## config.mk

```make
export PLATFORM = sky130hd
export DESIGN_NAME = tlc1549_ctrl
export DESIGN_NICKNAME = d
export VERILOG_FILES = /design/src/rtl/adc_pkg.sv /design/src/rtl/sample_tick_gen.sv /design/src/rtl/tlc1549_ctrl.sv
export SDC_FILE = /design/constraint.sdc
export NUM_CORES = 1
export LEC_CHECK = 0
export CORE_MARGIN = 2
export CORE_UTILIZATION = 31
export CTS_BUF_LIST = sky130_fd_sc_hd__clkbuf_16
export DETAILED_ROUTE_END_ITERATION = 12
export PLACE_DENSITY_LB_ADDON = 0.2
export SLEW_MARGIN = 20
export SYNTH_ARGS = -nofsm -noshare
export SYNTH_HDL_FRONTEND = slang
export SYNTH_SLANG_ARGS = --single-unit
export TNS_END_PERCENT = 20
```

## constraint.sdc

```tcl
create_clock -name clk -period 2.5 [get_ports clk]
set_input_delay 0.625 -clock clk [delete_from_list [all_inputs] [get_ports clk]]
set_output_delay 0.625 -clock clk [all_outputs]
set_load 0.005 [all_outputs]
```

## src/rtl/adc_pkg.sv

```systemverilog
// Shared definitions for the TLC1549 serial-ADC front end: FSM state
// encoding, sample/accumulator widths and default frame timing.
package adc_pkg;

    typedef enum logic [2:0] {
        ST_IDLE,
        ST_SETUP,
        ST_SHIFT,
        ST_CONV,
        ST_DONE
    } adc_state_t;

    localparam int ADC_BITS = 10;
    localparam int ACC_W    = 12;

    localparam int DEF_CLK_DIV      = 25;
    localparam int DEF_CS_SETUP_CYC = 50;
    localparam int DEF_CONV_CYC     = 1100;
    localparam int DEF_SAMPLE_DIV   = 2500;

    // Largest of three values; sizes the shared phase counter.
    function automatic int max3(input int a, input int b, input int c);
        int m;
        m = (a > b) ? a : b;
        return (m > c) ? m : c;
    endfunction

endpackage

```

## src/rtl/sample_tick_gen.sv

```systemverilog
// Free-running modulo-DIV counter. tick is high for the single cycle in
// which the count sits at DIV-1, i.e. once per DIV clocks.
module sample_tick_gen #(
    parameter int DIV = 2500
) (
    input  logic clk,
    input  logic rst,
    output logic tick
);

    localparam int CW = (DIV > 1) ? $clog2(DIV) : 1;

    logic [CW-1:0] count;

    // Count 0..DIV-1 and wrap; reset restarts the period from zero.
    always_ff @(posedge clk) begin
        if (rst) begin
            count <= '0;
        end else if (count == CW'(DIV - 1)) begin
            count <= '0;
        end else begin
            count <= count + CW'(1);
        end
    end

    assign tick = (count == CW'(DIV - 1));

endmodule

```

## src/rtl/tlc1549_ctrl.sv

```systemverilog
// TLC1549-class serial ADC front end. One frame per sample tick: assert
// chip select, clock in 10 bits MSB first, wait out the conversion, then
// strobe the word onto ad_data. The converter returns the previous
// conversion's result, so the first frame after reset is thrown away.
// Build option ADC_AVG4_EN: average four consecutive samples per strobe.
module tlc1549_ctrl
    import adc_pkg::*;
#(
    parameter int CLK_DIV      = DEF_CLK_DIV,
    parameter int CS_SETUP_CYC = DEF_CS_SETUP_CYC,
    parameter int CONV_CYC     = DEF_CONV_CYC,
    parameter int SAMPLE_DIV   = DEF_SAMPLE_DIV
) (
    input  logic                clk,
    input  logic                rst,
    input  logic                adc_dout,
    output logic                adc_cs_n,
    output logic                adc_sclk,
    output logic [ADC_BITS-1:0] ad_data,
    output logic                ad_valid,
    output logic                busy,
    output logic                overrun
);

    localparam int CNT_MAX = max3(CS_SETUP_CYC, 2 * CLK_DIV, CONV_CYC);
    localparam int CNT_W   = $clog2(CNT_MAX + 1);

    logic                tick;
    adc_state_t          state;
    logic [CNT_W-1:0]    cnt;
    logic [3:0]          bit_cnt;
    logic [ADC_BITS-1:0] shreg;
    logic                discard;

`ifdef ADC_AVG4_EN
    logic [ACC_W-1:0]    acc;
    logic [ACC_W-1:0]    acc_next;
    logic [1:0]          grp;

    assign acc_next = acc + ACC_W'(shreg);
`endif

    sample_tick_gen #(
        .DIV (SAMPLE_DIV)
    ) u_tick (
        .clk  (clk),
        .rst  (rst),
        .tick (tick)
    );

    // Frame sequencer; every output is a register written here.
    always_ff @(posedge clk) begin
        if (rst) begin
            state    <= ST_IDLE;
            cnt      <= '0;
            bit_cnt  <= '0;
            shreg    <= '0;
            discard  <= 1'b1;
            adc_cs_n <= 1'b1;
            adc_sclk <= 1'b0;
            ad_data  <= '0;
            ad_valid <= 1'b0;
            busy     <= 1'b0;
            overrun  <= 1'b0;
`ifdef ADC_AVG4_EN
            acc      <= '0;
            grp      <= '0;
`endif
        end else begin
            ad_valid <= 1'b0;
            // A tick that finds the sequencer busy is lost, only flagged.
            overrun  <= tick && (state != ST_IDLE);

            case (state)
                ST_IDLE: begin
                    if (tick) begin
                        state    <= ST_SETUP;
                        adc_cs_n <= 1'b0;
                        busy     <= 1'b1;
                        cnt      <= '0;
                        bit_cnt  <= '0;
                    end
                end

                ST_SETUP: begin
                    if (cnt == CNT_W'(CS_SETUP_CYC - 1)) begin
                        state <= ST_SHIFT;
                        cnt   <= '0;
                    end else begin
                        cnt <= cnt + CNT_W'(1);
                    end
                end

                ST_SHIFT: begin
                    // Each SCLK period: CLK_DIV clocks low, then CLK_DIV high.
                    // Data is captured on the clock that raises SCLK; the ADC
                    // has had the whole low phase to settle it.
                    if (cnt == CNT_W'(CLK_DIV - 1)) begin
                        adc_sclk <= 1'b1;
                        shreg    <= {shreg[ADC_BITS-2:0], adc_dout};
                        cnt      <= cnt + CNT_W'(1);
                    end else if (cnt == CNT_W'(2 * CLK_DIV - 1)) begin
                        adc_sclk <= 1'b0;
                        cnt      <= '0;
                        if (bit_cnt == 4'(ADC_BITS - 1)) begin
                            state    <= ST_CONV;
                            adc_cs_n <= 1'b1;
                        end else begin
                            bit_cnt <= bit_cnt + 4'd1;
                        end
                    end else begin
                        cnt <= cnt + CNT_W'(1);
                    end
                end

                ST_CONV: begin
                    if (cnt == CNT_W'(CONV_CYC - 1)) begin
                        state <= ST_DONE;
                        cnt   <= '0;
                        // Result lands in the DONE cycle; the stale word of
                        // the first frame after reset is never presented.
                        if (!discard) begin
`ifdef ADC_AVG4_EN
                            if (grp == 2'd3) begin
                                ad_data  <= acc_next[ACC_W-1:2];
                                ad_valid <= 1'b1;
                                acc      <= '0;
                                grp      <= '0;
                            end else begin
                                acc <= acc_next;
                                grp <= grp + 2'd1;
                            end
`else
                            ad_data  <= shreg;
                            ad_valid <= 1'b1;
`endif
                        end
                    end else begin
                        cnt <= cnt + CNT_W'(1);
                    end
                end

                ST_DONE: begin
                    discard <= 1'b0;
                    busy    <= 1'b0;
                    state   <= ST_IDLE;
                end

                default: begin
                    state    <= ST_IDLE;
                    adc_cs_n <= 1'b1;
                    adc_sclk <= 1'b0;
                    busy     <= 1'b0;
                end
            endcase
        end
    end

endmodule
```

==> qor_table.md <==
| Step | Result | Reported |
|:---|:---|:---|
| status | Run status | completed |
| setup path | Largest fanout on the critical path | 10 |
| routing | DRT Pass-1 Iters | 4 |
| die | Std-Cell Core Area | 0.00813 sq mm |
| sta | Hold Violations, Final | 0 |
| synthesis | Ranking of synthesized cells by area | sky130_fd_sc_hd__dfxtp_1 (44%), sky130_fd_sc_hd__mux2i_1 (7.8%), sky130_fd_sc_hd__nor2_1 (7.4%), sky130_fd_sc_hd__ha_1 (2.9%), sky130_fd_sc_hd__xnor2_1 (2.7%) |
| sta | RSZ-0062 raised after global routing | no |
| place | Post-placement setup slack | 238 ps |
| synthesis | Largest family of logic cells by synthesized area | simple AND/OR/NAND/NOR gates |
| cts | Clock buffer count from CTS | 5 |
| cts | Clock root buffer | sky130_fd_sc_hd__clkbuf_16 |
| synthesis | Cell area after synthesis | 0.00257 sq mm |
| power and ir drop | Clock group share of total power | 45.5% |
| die | I/O pin count | 18 |
| synthesis | Sequential area share after synthesis | 43.5% |
| synthesis | Number of enable-type register cells in the synthesized netlist | 0 |
| cts | H-tree levels | 2 |
| sta | Setup violations, final | 0 |
| synthesis | Proportion of register bits with asynchronous set or reset after synthesis | 0% |
| power and ir drop | Switch Pwr | 0.348 mW |
| setup path | Crit start category | register |
| sta | Pin slew with the least headroom to its limit | 588 ps |
| final layout | Layout cells sized above 1 | 7.33% |
| die | Initial Utilization | 31.7% |
| cts | Post-CTS Hold Buffers | 0 |
| synthesis | Xor/xnor cell area share of the yosys netlist | 4.76% |
| setup path | Endpoint class of the critical path | register |
| die | Die width | 95.1 microns |
| synthesis | Portion of netlist area occupied by mux cells | 7.77% |
| final layout | Fill cell instance count of the final layout | 843 |
| power and ir drop | Net switching fraction of the power | 20.1% |
| routing | Vias per Instance | 4.96 |
| synthesis | Most numerous cell in the Yosys netlist | sky130_fd_sc_hd__dfxtp_1 |
| synthesis | Cells after Synth | 284 |
| sta | Worst setup margin | 337 ps |
| synthesis | Synth top area share | 43.5% |
| routing | Routed via count | 2,007 |
| power and ir drop | Maximum vdd drop | 0.000244 V |
| power and ir drop | Power Total | 1.73 mW |
| setup path | Reg-to-reg endpoint | ad_data[2] |
| synthesis | Count of warnings emitted by yosys | 0 |
| setup path | End point of the critical path | ad_data[2] |
| worst hold path | Worst hold-check path type | register to register |
| cts | TritonCTS clock tree | built |
| synthesis | Area leader, netlist | sky130_fd_sc_hd__dfxtp_1 |
| routing | Remaining routing DRC violations | 0 |
| global routing | Maximum number of pins on one net before global-route repair | 37 |
| routing | Post-route antenna net violation count | 0 |
| cts | Clock tree buffer depth | 2 |
| global routing | Gr usage total | 12.1% |
| setup path | Setup slack of the most critical reg-to-reg path | 340 ps |
| global routing | Via count of the first global-routing pass | 1,881 |
| cts | Post-CTS sizing | 0 |
| global routing | Total congestion overflow | 0 |
| final layout | Area growth, synth to finish | 16.9% |
| setup path | Required time at the worst-slack endpoint | 2680 ps |
| routing | WL per Instance | 12.4 microns |
| sta | Setup clock skew after layout | 5.50 ps |
| setup path | Worst reg2reg startpoint | cnt[1] |
| synthesis | Register bit count reported by yosys | 56 |
| place | Last weighted congestion value of the routability-driven placer | 0.822 |
| synthesis | Top_reg_cell synth | sky130_fd_sc_hd__dfxtp_1 |
| die | Floorplan row count | 33 |
| cts | Insertion delay to the later sink of the worst-skew pair | 290 ps |
| power and ir drop | Fraction of power consumed by combinational cells | 2.3% |
| die | Die Footprint | 0.00905 sq mm |
| synthesis | Post-synthesis adder-cell area fraction | 2.92% |
| synthesis | Top cells by count, synth | sky130_fd_sc_hd__dfxtp_1 (56), sky130_fd_sc_hd__nor2_1 (51), sky130_fd_sc_hd__mux2i_1 (20), sky130_fd_sc_hd__nand2_1 (18), sky130_fd_sc_hd__nor3_1 (10) |
| setup path | Number of cells on the worst reg-to-reg path | 6 |
| routing | Final routed wirelength across all metal layers | 5030 microns |
| cts | Post-CTS setup buffer count | 0 |
| power and ir drop | Internal power | 1.38 mW |
| power and ir drop | Sequential cell fraction of total power | 52.2% |
| sta | Final critical-path required period | 2160 ps |
| place | DP Wirelength | 3550 microns |
| worst hold path | Launch point of the worst hold path | discard |
| global routing | Number of antenna violations at the first check in global routing | 0 |
| setup path | CP Data Arrival Time | 2340 ps |
| synthesis | Simple-gate share of the synthesized area | 26.2% |
| sta | Max Clock Freq | 0.462 GHz |
| global routing | First-pass GRT wire length | 8750 microns |
| synthesis | Syn_area_per_cell | 9.07 sq um |
| final layout | Antenna Diode Count | 0 |
| sta | Final sum of negative setup slack | 0 ps |
| cts | Clock slew at the register clock pins of the worst setup and hold paths | 70 ps |
| setup path | Critical path type | register to register |
| final layout | Final layout net count | 308 |
| die | Height of the chip | 95.1 microns |
| synthesis | Count of different cell masters after synthesis | 48 |
| setup path | Start point of the critical path | cnt[1] |
| power and ir drop | Leakage dissipation | 1.15 nW |
| power and ir drop | Pwr/cell area | 575 mW/mm^2 |
| place | Number of I/O port buffers | 17 |
| sta | Headroom to the max-slew limit | 60.8% |
| synthesis | Compound-gate portion of the synthesized area | 10.8% |
| flow run | Max-cap check violation count | 0 |
| sta | Final Max Tran Viols | 0 |
| sta | Portion of the clock cycle consumed by the worst path in the final layout | 86.5% |
| routing | Number of DRC markers after the initial detailed-route iteration | 59 |
| synthesis | Syn_nets | 293 |
| cts | Number of sinks handled by clock tree synthesis | 56 |
stage by stage:
stage | utilization (%) | std cells | hold slack (ps) | instance area, sq um
floorplan | - | 284 | 416 | 2570
finish | 37.0 | 405 | 458 | 3010
CTS | 37.0 | 405 | 453 | 3010
global placement | 34.9 | 397 | 444 | 2840
detailed placement | 34.9 | 397 | 443 | 2840
global route | 37.0 | 405 | 468 | 3010
worst min-delay path by stage:
| stage | end | depth (start not counted) |
|---|---|---|
| floorplan | ad_valid | 1 |
| global placement | ad_valid | 1 |
| detailed placement | ad_valid | 1 |
| global route | ad_valid | 1 |
| CTS | ad_valid | 1 |
| finish | ad_valid | 1 |
logic make-up after synthesis:
| logic type | after synthesis |
|---|---|
| AND/OR/NAND/NOR | 130 |
| flip-flops | 56 |
| AO/OA/AOI/OAI | 37 |
| buffers and inverters | 21 |
| multiplexers | 20 |
| XOR/XNOR | 14 |
| adder cells (fa/ha/maj) | 6 |
cell usage in the layout, fill, tap and decap left out, types with 2 or more instances in the layout:
| master | Yosys | layout |
|---|---|---|
| sky130_fd_sc_hd__and3_1 | 9 | 9 |
| sky130_fd_sc_hd__a22o_1 | 5 | 5 |
| sky130_fd_sc_hd__nor3_2 | 1 | 2 |
| sky130_fd_sc_hd__o32ai_1 | 5 | 5 |
| sky130_fd_sc_hd__nand3_1 | 6 | 6 |
| sky130_fd_sc_hd__nor3_1 | 10 | 9 |
| sky130_fd_sc_hd__dfxtp_1 | 56 | 56 |
| sky130_fd_sc_hd__nand2_1 | 18 | 18 |
| sky130_fd_sc_hd__clkdlybuf4s50_1 | 0 | 17 |
| sky130_fd_sc_hd__and2_1 | 3 | 3 |
| sky130_fd_sc_hd__inv_1 | 7 | 7 |
| sky130_fd_sc_hd__nor4b_2 | 2 | 2 |
| sky130_fd_sc_hd__nor2b_1 | 4 | 4 |
| sky130_fd_sc_hd__nor4_1 | 2 | 2 |
| sky130_fd_sc_hd__nor2_1 | 51 | 51 |
| sky130_fd_sc_hd__nand2b_1 | 4 | 4 |
| sky130_fd_sc_hd__or3_1 | 4 | 4 |
| sky130_fd_sc_hd__o21ai_0 | 5 | 5 |
| sky130_fd_sc_hd__a221o_1 | 2 | 2 |
| sky130_fd_sc_hd__mux2i_1 | 20 | 20 |
| sky130_fd_sc_hd__a21oi_1 | 8 | 8 |
| sky130_fd_sc_hd__ha_1 | 6 | 6 |
| sky130_fd_sc_hd__xnor2_1 | 8 | 8 |
| sky130_fd_sc_hd__xor2_1 | 6 | 6 |
| sky130_fd_sc_hd__buf_4 | 2 | 5 |
| sky130_fd_sc_hd__clkbuf_16 | 0 | 5 |
| sky130_fd_sc_hd__a21o_1 | 3 | 3 |
| sky130_fd_sc_hd__nand4_1 | 6 | 6 |
registers in the layout, indices dropped and copies added, names as in the netlist:
register and count:
state 3, ad_data 10, bit_cnt 4, cnt 11
adc_sclk 1, adc_cs_n 1, shreg 10, busy 1
u_tick.count 12, ad_valid 1, overrun 1, discard 1
power by group through the flow:
| stage | Sequential [mW] | Clock [mW] | Combinational (mW) |
|---|---|---|---|
| final | 0.903 | 0.788 | 0.0394 |
| after global routing | 0.904 | 0.847 | 0.0459 |
| after CTS | 0.903 | 0.813 | 0.0402 |
| after floorplan | 0.922 | 0 | 0.0301 |
| after global placement | 0.924 | 0 | 0.0402 |
| after detailed placement | 0.924 | 0 | 0.0403 |
per-layer routing:
layer / vias to the layer above / track usage (%) / wire [microns] / share of wire, %
met2: 28 / 18.4 / 2190 / 44
li1: 1027 / - / - / -
met4: 0 / 3.02 / 46 / 0.92
met3: 6 / 3.40 / 184 / 3.7
met1: 946 / 16.9 / 2610 / 52
met5: - / 0 / 0 / 0
final cells by class:
cell class | count | area [sq um] | share of cell area [%]
clock buffers | 5 | 125 | 4.16
clock inverters | 3 | 42.5 | 1.41
inverters | 7 | 26.3 | 0.873
multi-input cells | 207 | 1360 | 45.0
flip-flops and latches | 56 | 1120 | 37.3
well taps | 105 | 131 | 4.37
repair buffers | 22 | 208 | 6.90
critical path: stages (launching register included):
cell	delay [ps]
sky130_fd_sc_hd__dfxtp_1	410
sky130_fd_sc_hd__ha_1	300
sky130_fd_sc_hd__and2_1	180
sky130_fd_sc_hd__nand4_1	110
sky130_fd_sc_hd__or4_1	730
sky130_fd_sc_hd__mux2i_1	250
sky130_fd_sc_hd__nor2_1	60
Note: power is estimated with default switching activity, not from simulation.
